### config.mk
export PLATFORM = sky130hd
export DESIGN_NAME = watch_time_ctrl
export DESIGN_NICKNAME = d
export VERILOG_FILES = /design/src/rtl/watch_time_ctrl.sv
export SDC_FILE = /design/constraint.sdc
export NUM_CORES = 1
export LEC_CHECK = 0
export CORE_MARGIN = 1
export CORE_UTILIZATION = 30
export CTS_CLUSTER_DIAMETER = 200
export DETAILED_ROUTE_END_ITERATION = 12
export GPL_ROUTABILITY_DRIVEN = 0
export HOLD_SLACK_MARGIN = 0.03
export PLACE_DENSITY = 0.63
export SLEW_MARGIN = 20
export SYNTH_ARGS = -nofsm -noshare
export SYNTH_HDL_FRONTEND = slang
export SYNTH_SLANG_ARGS = --single-unit
### constraint.sdc
create_clock -name clk_in -period 1.7 [get_ports clk_in]
set_clock_uncertainty 0.05 [all_clocks]
set_input_delay 0.34 -clock clk_in [delete_from_list [all_inputs] [get_ports clk_in]]
set_output_delay 0.34 -clock clk_in [all_outputs]
set_load 0.01 [all_outputs]
### src/rtl/watch_time_ctrl.sv
// watch_time_ctrl
//   Timekeeping and set-mode controller for the digital watch. Advances
//   HH:MM:SS on the 1 Hz timer_tick and lets the user set hours and minutes
//   through a RUN -> SET_HOUR -> SET_MIN -> RUN mode cycle.
//
// Ports
//   clk_in      in   system clock
//   rst         in   synchronous, active-high reset (wins over every input)
//   timer_tick  in   1-cycle pulse, once per second
//   btn_mode    in   1-cycle debounced pulse, advances the mode
//   btn_inc     in   1-cycle debounced pulse, increments the field being set
//   hours       out  current hour, 0..HOUR_MAX
//   minutes     out  current minute, 0..MIN_MAX
//   seconds     out  current second, 0..MIN_MAX
//   mode        out  0=RUN, 1=SET_HOUR, 2=SET_MIN (also the FSM state for debug)
//   blink       out  field-blink enable for the display, 0 in RUN
//   day_tick    out  1-cycle pulse on the HOUR_MAX:MIN_MAX:MIN_MAX rollover
//
// Inputs are plain 1-cycle pulses (no valid/ready handshake): a pulse is
// consumed in the cycle it is high, and its effect is visible on the
// registered outputs in the following cycle.

module watch_time_ctrl #(
    parameter int HOUR_MAX = 23,
    parameter int MIN_MAX  = 59
) (
    input  logic       clk_in,
    input  logic       rst,
    input  logic       timer_tick,
    input  logic       btn_mode,
    input  logic       btn_inc,
    output logic [4:0] hours,
    output logic [5:0] minutes,
    output logic [5:0] seconds,
    output logic [1:0] mode,
    output logic       blink,
    output logic       day_tick
);

    typedef enum logic [1:0] {
        MODE_RUN      = 2'd0,
        MODE_SET_HOUR = 2'd1,
        MODE_SET_MIN  = 2'd2,
        MODE_ILLEGAL  = 2'd3
    } mode_t;

    localparam logic [4:0] HOUR_LAST = 5'(HOUR_MAX);
    localparam logic [5:0] MIN_LAST  = 6'(MIN_MAX);

    mode_t      mode_q, mode_d;
    logic [4:0] hours_q, hours_d;
    logic [5:0] minutes_q, minutes_d;
    logic [5:0] seconds_q, seconds_d;
    logic       blink_q, blink_d;
    logic       day_tick_q, day_tick_d;

    always_comb begin
        mode_d     = mode_q;
        hours_d    = hours_q;
        minutes_d  = minutes_q;
        seconds_d  = seconds_q;
        blink_d    = blink_q;
        day_tick_d = 1'b0;

        case (mode_q)
            MODE_RUN: begin
                // A tick coinciding with btn_mode is still applied, carries included.
                if (timer_tick) begin
                    if (seconds_q == MIN_LAST) begin
                        seconds_d = 6'd0;
                        if (minutes_q == MIN_LAST) begin
                            minutes_d = 6'd0;
                            if (hours_q == HOUR_LAST) begin
                                hours_d    = 5'd0;
                                day_tick_d = 1'b1;
                            end else begin
                                hours_d = hours_q + 5'd1;
                            end
                        end else begin
                            minutes_d = minutes_q + 6'd1;
                        end
                    end else begin
                        seconds_d = seconds_q + 6'd1;
                    end
                end
                if (btn_mode) begin
                    mode_d  = MODE_SET_HOUR;
                    blink_d = 1'b1;
                end
            end

            MODE_SET_HOUR: begin
                // Time is frozen while setting; the tick only drives the blink.
                if (timer_tick) blink_d = ~blink_q;
                if (btn_inc) hours_d = (hours_q == HOUR_LAST) ? 5'd0 : hours_q + 5'd1;
                // Blink value carries over into SET_MIN unchanged.
                if (btn_mode) mode_d = MODE_SET_MIN;
            end

            MODE_SET_MIN: begin
                if (timer_tick) blink_d = ~blink_q;
                // Minute wrap is deliberately carry-free into hours.
                if (btn_inc) minutes_d = (minutes_q == MIN_LAST) ? 6'd0 : minutes_q + 6'd1;
                if (btn_mode) begin
                    mode_d    = MODE_RUN;
                    seconds_d = 6'd0;
                    blink_d   = 1'b0;
                end
            end

            default: begin
                // Unreachable encoding: recover to RUN with blink off.
                mode_d  = MODE_RUN;
                blink_d = 1'b0;
            end
        endcase
    end

    always_ff @(posedge clk_in) begin
        if (rst) begin
            mode_q     <= MODE_RUN;
            hours_q    <= 5'd0;
            minutes_q  <= 6'd0;
            seconds_q  <= 6'd0;
            blink_q    <= 1'b0;
            day_tick_q <= 1'b0;
        end else begin
            mode_q     <= mode_d;
            hours_q    <= hours_d;
            minutes_q  <= minutes_d;
            seconds_q  <= seconds_d;
            blink_q    <= blink_d;
            day_tick_q <= day_tick_d;
        end
    end

    assign hours    = hours_q;
    assign minutes  = minutes_q;
    assign seconds  = seconds_q;
    assign mode     = mode_q;
    assign blink    = blink_q;
    assign day_tick = day_tick_q;

endmodule

==> flow_summary.ini, run 1 <==
[routing]
routed_wl_mm = 2.85
route.detailed.drc = 0
drtIter0Drc = 51
wl_per_cell_um = 12.5
viasPerCell = 4.93
firstDrtPassIters = 4
ant_nets = 0
via_count = 1130

[clock_tree]
clock_latency_ns = 0.26
clkSinkCount = 21
cts_tree = yes
clk_path_buf_depth = 2
ctsHoldBuffers = 0
path_clk_slew_ns = 0.07
cts_inserted_buffers = 3
cts_htree_levels = 1
cts_root_buffer = clkbuf_8

[worst_setup_path]
r2r_slack_ns = -0.12
cp_max_fo = 5
r2r_start = seconds[0]
reg2reg_depth = 6
required_ns = 1.85
critPathKind = flop to flop
setup.worst_path.start_class = flop
r2r-end = hours[0]
worst_ep_arrival_time_ns = 1.97
crit_path_end_kind = flop

[status]
violations = negative setup slack
outcome = complete, but fails checks

[sta]
tightest_slew_ns = 0.420
finalCriticalPeriod_ns = 1.82
fmax_mhz = 549
finalHoldViolations = 0
grt_setup_unrepaired = yes
hold_ws_ns = 0.465
slew_headroom_pct = 71.2
setup_viol = 7
worst_slack_ns = -0.121
slew_violations = 0
final.period_utilization_pct = 107

[logic_synthesis]
ys_dominant_reg_cell = dfxtp_1
synth_xor_area_share_pct = 4.54
synth_cell_types = 40
synth_adder_area_share_pct = 3.24
synth.cell_area_um2 = 1160
muxShareOfSynthArea_pct = 5.30
yosysWarnings = 0
synth_area_leaders = dfxtp_1 36%, a21oi_1 5.6%, xnor2_1 4.5%
synth_top_area_cell = dfxtp_1
seq_area_frac_synth_pct = 36.3
synthArstFlopShare_pct = 0
synth_top_family_by_area = simple AND/OR/NAND/NOR gates
ys_ff_latch = 21
synth-edff-count = 0
synth_top_area_share_pct = 36.3
synth_compound_area_share_pct = 15.6
netlist_instances = 133
yosys.area_share.simple_pct = 30.9
syn_area_per_cell_um2 = 8.70
syn-num-nets = 141

[pwr]
pwr_density_cell_nw_per_um2 = 592
pwr-share-clk_pct = 31.4
switching_power_uw = 259
leakagePower_nw = 0.671
vdd_drop_max_uv = 516
intPower_uw = 776
swShare_pct = 25.0
power_frac_comb_pct = 18.0
seqPwrFrac_pct = 50.6

[layout]
drive_above_1_share_pct = 27.1
syn_to_final_growth_pct = 51.1
n_fill_cell = 363
final_common_cell = buf_4
final_nets = 190
mostFrequentLayoutCells = 23 x buf_4, 22 x clkdlybuf4s50_1, 16 x dfxtp_1, 13 x nor2_1, 8 x a21oi_1
post-route-util_pct = 47.4
diodes = 0

[grt]
grt_pass1_wl_mm = 4.62
gr-usage-all-layers_pct = 14.1
antenna_found_initial = 0
grt_pass1_vias = 1054
overflow = 0
grt_max_degree = 19

[floorplan]
ios = 26
fp.coreArea_um2 = 3690
rows = 22
start_util_pct = 31.4
die_y_um = 64.1
die_area_um2 = 4110
die_w_um = 64.1

[placed_design]
portBuffers = 25
hpwl_mm = 2.13
dpl_worst_slack_ns = -0.451

[worst_hold_path]
hold_path_class = flop to flop
hold_end = hours[3]
worstHoldStart = hours[3]
hold_depth = 2

[run]
maxCapViolCount = 0
==> layout make-up <==
cell class / instances / area [um^2] / area share (%)
flip-flops and latches: 21 / 434 / 24.8
inverters: 1 / 3.75 / 0.215
multi-input cells: 104 / 749 / 42.8
repair buffers: 51 / 457 / 26.1
well taps: 48 / 60.1 / 3.43
clock buffers: 4 / 45.0 / 2.58
==> state kept, by name, summed over array words and instances (netlist names) <==
signal	count
minutes	6
blink	1
day_tick	1
mode	2
hours	5
seconds	6
==> metrics by stage <==
step           instance area, um^2  std cells  setup TNS (ns)  power (mW)
2_1_floorplan                 1210        133          -0.315       0.627
3_3_place_gp                  1650        223           -4.97       0.713
3_5_place_dp                  1650        223           -5.44       0.717
4_1_cts                       1720        229          -0.360        1.05
5_1_grt                       1750        229          -0.872        1.08
6_report                      1750        229          -0.512        1.03
==> kinds of logic (layout without fill, tap and decap cells) <==
logic type / Yosys count / after routing
AO/OA/AOI/OAI: 30 / 30
XOR/XNOR: 6 / 6
adder cells (fa/ha/maj): 3 / 3
buffers and inverters: 8 / 56
flip-flops: 21 / 21
multiplexers: 6 / 6
AND/OR/NAND/NOR: 59 / 59
==> critical path: stages, from the launching register on <==
cell and delay, ns:
dfxtp_4 0.36, ha_4 0.13, nand3b_1 0.10, or4_4 0.59, buf_6 0.14, a211o_1 0.26, a21oi_2 0.12
==> cells in the mapped netlist, drive strengths merged, types with 3 or more instances <==
| cell type | count |
|---|---|
| nand2b | 4 |
| mux2i | 5 |
| clkbuf | 5 |
| nor3 | 3 |
| nand2 | 7 |
| o21ai | 8 |
| or3b | 3 |
| xnor2 | 6 |
| dfxtp | 21 |
| nand3 | 5 |
| a21oi | 13 |
| nor2 | 13 |
| and3 | 3 |
| ha | 3 |
==> worst max path at each step <==
stage                from       end  slack, ns
6_report       seconds[0]  hours[0]      -0.12
5_1_grt        seconds[0]  hours[0]      -0.15
4_1_cts        minutes[1]  hours[2]      -0.08
3_5_place_dp   timer_tick  hours[2]      -0.45
3_3_place_gp   timer_tick  hours[2]      -0.43
2_1_floorplan  minutes[1]  hours[2]      -0.16
==> power groups by stage <==
stage	sequential (mW)	combinational (mW)	clock [mW]
after CTS	0.523	0.185	0.342
final	0.523	0.187	0.325
after floorplan	0.547	0.0804	0
after global placement	0.533	0.179	0
after detailed placement	0.534	0.183	0
after global routing	0.526	0.206	0.353
==> what timing repair did <==
action | 4_1_cts | 5_1_grt
setup endpoints to repair | 11 | 10
pin swaps | 3 | 1
setup buffers | 2 | 0
gates resized for setup | 7 | 8
hold endpoints to repair | 0 | 0
==> layer usage <==
| layer | track usage [%] | up-vias | wire [um] |
|---|---|---|---|
| met5 | 0 | - | 0 |
| met1 | 18.9 | 528 | 1410 |
| li1 | - | 576 | - |
| met3 | 3.75 | 2 | 103 |
| met2 | 22.9 | 24 | 1330 |
| met4 | 2.22 | 0 | 13 |
Power figures use the tool's default switching activity.
==> inputs of run 2 (changes only) <==
PLACE_DENSITY = default   (was 0.63)
==> run 2 against run 1 <==
Critical path depth down 1; cell count up 0.44%; sequential share of layout area decreased by 0.19 points; total power rose by 0.90%; largest power group unchanged; critical endpoint is now hours[2]; core utilization rose by 0.78 points; the flow still finishes with violations (negative setup slack); routed wire length shrank 1.8%; via count down 0.80%; register-to-register slack better by 0.05 ns; sequential cell count is the same; first-iteration DRC count down 31%; die area did not move.
==> flow_summary.ini, run 2 (same netlist as run 1, synthesis figures left out) <==
[floorplan]
fp.coreArea_um2 = 3690
die_area_um2 = 4110
ios = 26
rows = 22
die_y_um = 64.1
die_w_um = 64.1
start_util_pct = 31.4

[pwr]
intPower_uw = 783
leakagePower_nw = 0.717
pwr_density_cell_nw_per_um2 = 587
p_total_mw = 1.04
switching_power_uw = 261
swShare_pct = 25.0
seqPwrFrac_pct = 50.3
power_frac_comb_pct = 18.6
vdd_drop_max_uv = 515
pwr-share-clk_pct = 31.1

[layout]
stdcell_count = 230
post-route-util_pct = 48.2
final_nets = 191
final_common_cell = buf_4
mostFrequentLayoutCells = 22 x buf_4, 21 x clkdlybuf4s50_1, 13 x nor2_1, 13 x dfxtp_1, 8 x a21oi_1
drive_above_1_share_pct = 29.7
syn_to_final_growth_pct = 53.6
diodes = 0

[sta]
fmax_mhz = 565
slew_violations = 0
fin_tns_setup_ns = -0.313
grt_setup_unrepaired = yes
tightest_slew_ns = 0.427
finalCriticalPeriod_ns = 1.77
worst_slack_ns = -0.0710
final.period_utilization_pct = 104
setup_viol = 8
finalHoldViolations = 0
slew_headroom_pct = 70.7

[worst_setup_path]
worst-path-buf-inv = 0
slowest_stage = or4_4
cp_cell_sequence = ha_4, nand3b_1, or4_4, a21bo_2, mux2_2
cpPeakStageDelay_ns = 0.57
cp_max_fo = 4
r2r_start = seconds[0]
critPathTopFamily = simple AND/OR/NAND/NOR gates
critPathKind = flop to flop
required_ns = 1.80
r2r-end = hours[2]
worst_ep_arrival_time_ns = 1.88
crit_start = seconds[0]
reg2reg_depth = 5
crit_path_end_kind = flop
r2r_slack_ns = -0.07
setup.worst_path.start_class = flop

[clock_tree]
cts_root_buffer = clkbuf_8
clkSinkCount = 21
cts_htree_levels = 1
clk_path_buf_depth = 2
cts_tree = yes
path_clk_slew_ns = 0.08
cts_inserted_buffers = 3
clock_latency_ns = 0.26

[placed_design]
place_inst = 223
hpwl_mm = 2.09
dpl_worst_slack_ns = -0.415
portBuffers = 25

[routing]
wl_per_cell_um = 12.2
firstDrtPassIters = 4
via_count = 1121
routed_wl_mm = 2.80
ant_nets = 0
drtIter0Drc = 35
route.detailed.drc = 0
viasPerCell = 4.87

[grt]
antenna_found_initial = 0
gr-usage-all-layers_pct = 14.2
grt_pass1_vias = 1078
overflow = 0
grt_max_degree = 19
grt_pass1_wl_mm = 4.68

[run]
maxCapViolCount = 0

[worst_hold_path]
hold_path_class = flop to flop
hold_end = hours[4]
hold_depth = 2
worstHoldStart = hours[4]

[status]
outcome = complete, but fails checks
violations = negative setup slack
==> run 2: cell count changes in the layout (fill, tap and decap cells not counted), sizes merged <==
cell	previous run	this run
buf	26	27
dlymetal6s2s	1	3
dlygate4sd2	2	1
clkdlybuf4s50	22	21
==> run 2: worst max path at each step <==
stage / endpoint / slack [ns] / depth (start not counted)
finish: hours[2] / -0.07 / 5
global route: minutes[2] / -0.12 / 5
CTS: hours[0] / -0.08 / 6
detailed placement: minutes[2] / -0.41 / 5
global placement: minutes[5] / -0.38 / 5
floorplan: hours[2] / -0.16 / 7
==> run 2: power by group through the flow <==
| stage | clock network (mW) | registers [mW] | logic, mW |
|---|---|---|---|
| 3_3_place_gp | 0 | 0.534 | 0.173 |
| 5_1_grt | 0.356 | 0.526 | 0.214 |
| 2_1_floorplan | 0 | 0.547 | 0.0804 |
| 6_report | 0.325 | 0.525 | 0.194 |
| 4_1_cts | 0.338 | 0.524 | 0.191 |
| 3_5_place_dp | 0 | 0.534 | 0.178 |
==> run 2: final cells by class <==
cell class	count	area [um^2]
fillers	364	1910
multi-input cells	104	753
repair buffers	52	478
flip-flops and latches	21	438
well taps	48	60.1
clock buffers	4	45.0
inverters	1	3.75
==> run 2: worst min-delay path, delay by kind of cell, from the launching register on <==
kind | cells | cell delay [ns]
mux | 1 | 0.05
flops | 1 | 0.34
simple gates | 1 | 0.07
==> run 2: repair_timing <==
action,CTS,global route
pin swaps,4,3
setup buffers,3,0
hold buffers,0,0
gates resized for setup,8,14
endpoints found under the setup margin,10,18
==> run 2: metal layers <==
layer / up-vias / share of wire (%) / GRT usage, %
met1: 524 / 51 / 19.1
li1: 577 / - / -
met3: 2 / 3.5 / 3.93
met5: - / 0 / 0
met2: 18 / 45 / 23.1
met4: 0 / 0.43 / 1.67
==> run 2: through the flow <==
step	area (um^2)	hold slack, ns
2_1_floorplan	1210	0.456
3_3_place_gp	1650	0.440
3_5_place_dp	1650	0.444
4_1_cts	1740	0.455
5_1_grt	1780	0.515
6_report	1780	0.455
